### config.mk
export PLATFORM = sky130hd
export DESIGN_NAME = irq_ctrl
export DESIGN_NICKNAME = d
export VERILOG_FILES = /design/src/rtl/irq_ctrl.sv
export SDC_FILE = /design/constraint.sdc
export NUM_CORES = 1
export LEC_CHECK = 0
export CORE_ASPECT_RATIO = 1.4
export CORE_UTILIZATION = 43
export CTS_BUF_LIST = sky130_fd_sc_hd__clkbuf_4 sky130_fd_sc_hd__clkbuf_8
export DETAILED_ROUTE_END_ITERATION = 8
export PLACE_DENSITY = 0.77
export SYNTH_ARGS = -nofsm -noshare
export SYNTH_HDL_FRONTEND = slang
export SYNTH_SLANG_ARGS = --single-unit
### constraint.sdc
create_clock -name clk -period 1.6 [get_ports clk]
set_input_delay 0.32 -clock clk [delete_from_list [all_inputs] [get_ports clk]]
set_output_delay 0.32 -clock clk [all_outputs]
set_load 0.005 [all_outputs]
### src/rtl/irq_ctrl.sv
// Interrupt controller: latches edge/level sources, masks them, picks the
// lowest-index active source and runs a claim/complete handshake with the core.
module irq_ctrl #(
  parameter int              NSRC   = 8,
  parameter logic [NSRC-1:0] RST_EN = '0
) (
  input  logic            clk,
  input  logic            rst,
  input  logic [NSRC-1:0] src_in,
  input  logic            sel,
  input  logic            we,
  input  logic [2:0]      addr,
  input  logic [31:0]     wdata,
  output logic [31:0]     rdata,
  output logic            ready,
  output logic            irq_out
);

  typedef enum logic [1:0] {IDLE, PEND, SERVICE} state_t;

  state_t          state, state_nxt;
  logic [NSRC-1:0] pending, enable, edge_en, src_q;
  logic [4:0]      claim_id;

  logic [NSRC-1:0] act, first_act, rise, w1c, claim_clr, pending_nxt;
  logic [4:0]      best_id;
  logic            wr, rd, claim_rd, complete_ok;
  logic [31:0]     rd_val;

  assign wr  = sel & we;
  assign rd  = sel & ~we;
  assign act = pending & enable;
  // Two's-complement trick isolates the lowest set bit of act.
  assign first_act = act & (~act + NSRC'(1));

  assign claim_rd    = rd && (addr == 3'd3) && (state == PEND) && (act != '0);
  assign complete_ok = wr && (addr == 3'd4) && (state == SERVICE) && (wdata[4:0] == claim_id);

  always_comb begin
    best_id = '0;
    for (int i = NSRC - 1; i >= 0; i--) begin
      if (act[i]) best_id = 5'(i + 1);
    end
  end

  // Edge bits: sticky, cleared by W1C or claim, but a same-cycle rise wins.
  assign rise        = src_in & ~src_q & edge_en;
  assign w1c         = (wr && addr == 3'd0) ? wdata[NSRC-1:0] : '0;
  assign claim_clr   = claim_rd ? first_act : '0;
  assign pending_nxt = (edge_en & ((pending & ~w1c & ~claim_clr) | rise)) |
                       (~edge_en & src_in);

  always_comb begin
    state_nxt = state;
    case (state)
      IDLE:    if (act != '0) state_nxt = PEND;
      PEND: begin
        if (claim_rd)        state_nxt = SERVICE;
        else if (act == '0)  state_nxt = IDLE;
      end
      SERVICE: if (complete_ok) state_nxt = IDLE;
      default: state_nxt = IDLE;
    endcase
  end

  always_comb begin
    rd_val = '0;
    case (addr)
      3'd0:    rd_val = 32'(pending);
      3'd1:    rd_val = 32'(enable);
      3'd2:    rd_val = 32'(edge_en);
      3'd3:    rd_val = claim_rd ? 32'(best_id) : '0;
      default: rd_val = '0;
    endcase
  end

  always_ff @(posedge clk or posedge rst) begin
    if (rst) begin
      state    <= IDLE;
      irq_out  <= 1'b0;
      ready    <= 1'b0;
      rdata    <= '0;
      src_q    <= '0;
      pending  <= '0;
      enable   <= RST_EN;
      edge_en  <= '0;
      claim_id <= '0;
    end else begin
      state   <= state_nxt;
      irq_out <= (state_nxt == PEND);
      ready   <= sel;
      src_q   <= src_in;
      pending <= pending_nxt;
      if (rd)                  rdata    <= rd_val;
      if (wr && addr == 3'd1)  enable   <= wdata[NSRC-1:0];
      if (wr && addr == 3'd2)  edge_en  <= wdata[NSRC-1:0];
      if (claim_rd)            claim_id <= best_id;
    end
  end

endmodule
==> results_dict.tcl, run 1 <==
set metrics [dict create \
    crit_arrival_ps 1850 \
    synth_top_family_by_area "compound AO/OA/AOI/OAI gates" \
    multi_input_area_mm2 0.00120 \
    final_cell_mix "dfrtp_1, buf_4, nand2_1, clkdlybuf4s50_1, conb_1" \
    violations "negative setup slack" \
    wirelength_mm 6.07 \
    crit_path_start_kind "register" \
    grt_pass1_wl_mm 9.88 \
    power_density_mw_per_mm2 1080 \
    drv_slew 0 \
    rsz0062_at_grt "true" \
    fillers 453 \
    finClkSkew_ps 9.46 \
    pin_count 81 \
    die-width_um 65.9 \
    cts_buffers 5 \
    ys_warn_count 0 \
    status "finished, violations left" \
    final_cell_count_no_fill 369 \
    synth_compound_area_frac 0.162 \
    synth-async-reset-ratio 1.00 \
    gp_congestion 0.896 \
    p_total_uw 3540 \
    drc 0 \
    antenna_found_initial 0 \
    syn_inst 220 \
    regArea_mm2 0.00120 \
    clk_latency_ps 310 \
    cts_num_sinks 48 \
    grt_pass1_vias 2032 \
    yosys.area_share.adder 0 \
    synth_area_leaders "dfrtp_1, buf_4, mux2_2" \
    wl_per_cell_um 16.5 \
    overflow 0 \
    synth_top_area_cell "dfrtp_1" \
    yosysSeqAreaShare 0.489 \
    rows 32 \
    p_clk_frac 0.220 \
    firstDrtPassIters 4 \
    core_mm2 0.00553 \
    drive_gt1_frac 0.309 \
    whs_ps 231 \
    synth_area_mm2 0.00246 \
    dieArea_mm2 0.00603 \
    pwr-share-seq 0.456 \
    root_buffer "clkbuf_8" \
    ctsHtreeMaxLevel 2 \
    grt_max_degree 41 \
    clk_pin_slew_ps 90 \
    fmax_mhz 621 \
    finalHoldViolCount 0 \
    holdBufCountCts 0 \
    cts_buffer_depth 2 \
    ant_nets 0 \
    peakVddDrop_mv 0.504 \
    period_minus_slack_ps 1610 \
    combPwrFrac 0.323 \
    critPathKind "register to register" \
    drv_cap 0 \
    die_h_um 91.4 \
    cts_tree "yes" \
    yosys_most_used_dff "dfrtp_1" \
    area_growth_pct 33.5 \
    dp_cells 357 \
    drt-initial-drc-count 125 \
    yosys.area.top_type_share 0.489 \
    leakagePower_uw 0.00151 \
    power.switching_uw 1110 \
    layout_commonest_cell "dfrtp_1" \
    synth_seq_cells 48 \
    dr_total_vias 2023 \
    crit_path_end_kind "register" \
    setup_slack_ps -9.98 \
    synth-xor-area-share 0.0143 \
    synth_simple_gate_area_frac 0.140 \
    gr-usage-all-layers 0.219 \
    muxShareOfSynthArea 0.106 \
    avgSynthCellArea_um2 11.2 \
    min_path_type "input port to async pin" \
    dpl.hpwl_mm 4.40 \
    antennaDiodeCount 0 \
    intPower_uw 2430 \
    finalCritPeriodShare 1.01 \
    synth-edff-count 0 \
    port_buffers 32 \
    start_util 0.445 \
    viasPerCell 5.48 \
    switching_share 0.314 \
    setup_viol 1 \
    fin_nets 347 \
    cp.required_ps 1840 \
    worstPathMaxFanout 6 \
    synth.distinct_cells 48 \
]
==> worst max-delay path: stages, from the launching register on <==
cell	delay, ps
dfrtp_1	410
buf_4	170
a22o_1	240
o211a_1	260
a2111oi_4	310
a221o_1	170
==> Yosys cell counts (3+ instances only) <==
cell	number
mux2_2	16
a22o_1	9
buf_4	25
a21oi_1	9
nor2_1	3
nand2_1	31
nand2b_1	3
mux2i_1	8
xnor2_1	4
o21ai_0	11
a21o_1	6
dfrtp_1	48
nand3_1	4
==> flip-flops by register name (all words and copies together) (netlist names) <==
signal / count
claim_id: 4
enable: 8
irq_out: 1
src_q: 8
state: 2
edge_en: 8
pending: 8
ready: 1
rdata: 8
==> stage by stage <==
stage                     utilization  TNS, ps  setup WS, ps  cell area (um^2)
after global routing            0.594     -664         -98.9              3280
final                           0.594    -9.98         -9.98              3280
after CTS                       0.584    -37.5         -13.9              3230
after floorplan                     -        0          54.0              2540
after detailed placement        0.556   -13130          -470              3070
after global placement          0.556   -12820          -451              3070
==> area by class of cell <==
cell class / instances / area share
clock buffers: 7 / 0.0275
well taps: 68 / 0.0259
multi-input cells: 165 / 0.367
repair buffers: 79 / 0.211
flip-flops and latches: 48 / 0.366
clock inverters: 1 / 0.00229
inverters: 1 / 0.00114
==> layer usage <==
metal	up-vias	part of all wire	routed length [um]	GRT usage
li1	919	-	-	-
met1	989	0.39	2360	0.264
met2	101	0.52	3180	0.371
met3	14	0.061	369	0.0389
met4	0	0.027	165	0.0960
met5	-	0	0	0
==> path summary, 6_finish.rpt <==
path,start,endpoint,slack [ps],cells after the start
max in group asynchronous,rst,src_q[0],890,3
hold / removal,rst,pending[4],230,2
setup reg to reg,enable[3],rdata[1],-10,5
setup / recovery,enable[3],rdata[1],-10,5
min in group clk,sel,ready,460,2
hold reg to reg,claim_id[1],claim_id[1],510,1
==> timing repair <==
action,CTS,global route
setup endpoints to repair,31,24
pin swaps,4,7
setup buffers,3,1
resized for setup,16,12
==> cells by family (layout without fill, tap and decap cells) <==
kind of cell / after synthesis / count (layout)
muxes: 24 / 24
DFF: 48 / 48
xor gates and xnor gates: 4 / 4
buffers and inverters: 30 / 88
AOI/OAI and AO/OA: 54 / 54
and+or+nand+nor: 59 / 59
other: 1 / 24
==> power by group through the flow <==
stage | clock [uW] | sequential (uW) | combinational (uW)
finish | 781 | 1620 | 1150
global route | 844 | 1650 | 1230
CTS | 789 | 1610 | 1080
detailed placement | 0 | 1630 | 1030
global placement | 0 | 1620 | 1020
floorplan | 0 | 1630 | 559
(Power assumes the default switching activity.)
==> inputs of run 2 (changes only) <==
--- a/config.mk
+++ b/config.mk
@@ -5,6 +5,7 @@
 export SDC_FILE = /design/constraint.sdc
 export NUM_CORES = 1
 export LEC_CHECK = 0
+export ABC_CLOCK_PERIOD_IN_PS = 1600
 export CORE_ASPECT_RATIO = 1.4
 export CORE_UTILIZATION = 43
 export CTS_BUF_LIST = sky130_fd_sc_hd__clkbuf_4 sky130_fd_sc_hd__clkbuf_8
==> results of run 2 <==
Same layout as run 1: the final DEF is identical, and so are final timing and power.
==> inputs of run 3 (changes only) <==
--- a/config.mk
+++ b/config.mk
@@ -6,10 +6,12 @@
 export NUM_CORES = 1
 export LEC_CHECK = 0
 export ABC_CLOCK_PERIOD_IN_PS = 1600
+export CAP_MARGIN = 15
 export CORE_ASPECT_RATIO = 1.4
 export CORE_UTILIZATION = 43
 export CTS_BUF_LIST = sky130_fd_sc_hd__clkbuf_4 sky130_fd_sc_hd__clkbuf_8
 export DETAILED_ROUTE_END_ITERATION = 8
+export MAX_ROUTING_LAYER = met4
 export PLACE_DENSITY = 0.77
 export SYNTH_ARGS = -nofsm -noshare
 export SYNTH_HDL_FRONTEND = slang
==> run 3 against run 2 <==
Net effect: the run still ends with negative setup slack left; register-to-register slack got worse by 70 ps; power rose by 2.9%; highest routed layer unchanged; critical endpoint unchanged; clock skew rose by 3.0 ps; critical path depth did not move; global-route usage rose by 1.0 points; final area rose by 0.38%; maximum frequency fell by 4.2%; sequential power barely moved.
==> results_dict.tcl, run 3 (same netlist as run 1, synthesis figures left out) <==
set metrics [dict create \
    power_density_mw_per_mm2 1110 \
    switching_share 0.306 \
    cts_tree "yes" \
    critPathKind "register to register" \
    violations "negative setup slack" \
    viasPerCell 5.38 \
    clk_latency_ps 310 \
    power.switching_uw 1120 \
    intPower_uw 2530 \
    port_buffers 32 \
    crit_path_end_kind "register" \
    status "finished, violations left" \
    combPwrFrac 0.313 \
    start_util 0.445 \
    die_h_um 91.4 \
    peakVddDrop_mv 0.544 \
    core_mm2 0.00553 \
    layout_commonest_cell "dfrtp_1" \
    leakagePower_uw 0.00152 \
    crit_path_start_kind "register" \
    wl_per_cell_um 16.4 \
    whs_ps 223 \
    ant_nets 0 \
    drv_slew 0 \
    final_core_util 0.596 \
    antenna_found_initial 0 \
    finalHoldViolCount 0 \
    die-width_um 65.9 \
    dieArea_mm2 0.00603 \
    cts_buffer_depth 2 \
    grt_pass1_vias 2094 \
    place_ws_ps -428 \
    clk_pin_slew_ps 100 \
    drt-initial-drc-count 141 \
    pin_count 81 \
    gr-usage-all-layers 0.229 \
    grt_max_degree 41 \
    fillers 458 \
    cts_num_sinks 48 \
    fin_nets 347 \
    cp.required_ps 1800 \
    rsz0062_at_grt "true" \
    final_cell_mix "dfrtp_1, buf_4, nand2_1, clkdlybuf4s50_1, conb_1" \
    drive_gt1_frac 0.306 \
    tns_ps -506 \
    antennaDiodeCount 0 \
    setup_viol 14 \
    p_clk_frac 0.246 \
    overflow 0 \
    rows 32 \
    root_buffer "clkbuf_8" \
    min_path_type "input port to async pin" \
    fmax_mhz 595 \
    holdBufCountCts 0 \
    dpl.hpwl_mm 4.45 \
    gp_congestion 0.908 \
    ctsHtreeMaxLevel 2 \
    firstDrtPassIters 4 \
    dr_total_vias 1987 \
    crit_arrival_ps 1880 \
    cts_buffers 5 \
    finalCritPeriodShare 1.05 \
    area_growth_pct 34.0 \
    period_minus_slack_ps 1680 \
    setup_slack_ps -80.4 \
    wirelength_mm 6.04 \
    grt_pass1_wl_mm 10.2 \
    drc 0 \
    finClkSkew_ps 12.5 \
    drv_cap 0 \
    worstPathMaxFanout 4 \
    pwr-share-seq 0.441 \
]
-- run 3: layer usage --
| layer | GRT usage | vias up | share of wire |
|---|---|---|---|
| met2 | 0.375 | 84 | 0.52 |
| li1 | - | 917 | - |
| met3 | 0.0339 | 10 | 0.051 |
| met4 | 0.0888 | 0 | 0.021 |
| met5 | - | - | 0 |
| met1 | 0.279 | 976 | 0.41 |
-- run 3: what timing repair did --
action / CTS / global route
gates resized for setup: 21 / 8
pin swaps: 6 / 8
setup endpoints to repair: 31 / 16
buffers inserted: 3 / 1
-- run 3: layout make-up --
class | count | area, um^2 | share of cell area
Clock inverter | 3 | 42.5 | 0.0129
Clock buffer | 5 | 68.8 | 0.0209
Sequential cell | 48 | 1200 | 0.365
Timing Repair Buffer | 79 | 691 | 0.210
Multi-Input combinational cell | 165 | 1200 | 0.365
Tap cell | 68 | 85.1 | 0.0258
Inverter | 1 | 3.75 | 0.00114
-- run 3: worst max-delay path: stages, from the launching register on --
cell       delay [ps]
dfrtp_1           390
a222oi_1          420
buf_4             200
and4_4            250
a2111oi_4          50
a221o_1           260
-- run 3: power groups by stage --
stage	registers, uW	clock network (uW)	logic [uW]
after floorplan	1630	0	559
after global placement	1620	0	1020
after detailed placement	1630	0	1040
after CTS	1600	903	1100
after global routing	1640	955	1250
final	1610	896	1140
-- run 3: worst paths after layout --
kind | from | endpoint | slack, ps | cells past startpoint
setup / recovery | enable[2] | rdata[1] | -80 | 5
hold / removal | rst | src_q[4] | 220 | 2
setup reg to reg | enable[2] | rdata[1] | -80 | 5
hold reg to reg | claim_id[1] | claim_id[1] | 520 | 1
max in group asynchronous | rst | pending[0] | 890 | 3
min in group clk | src_in[4] | src_q[4] | 470 | 1
-- run 3: metrics by stage --
stage / cell area [um^2] / total power [uW] / instances
finish: 3290 / 3650 / 369
CTS: 3260 / 3610 / 368
floorplan: 2540 / 2180 / 243
detailed placement: 3070 / 2670 / 357
global route: 3290 / 3840 / 369
global placement: 3070 / 2640 / 357
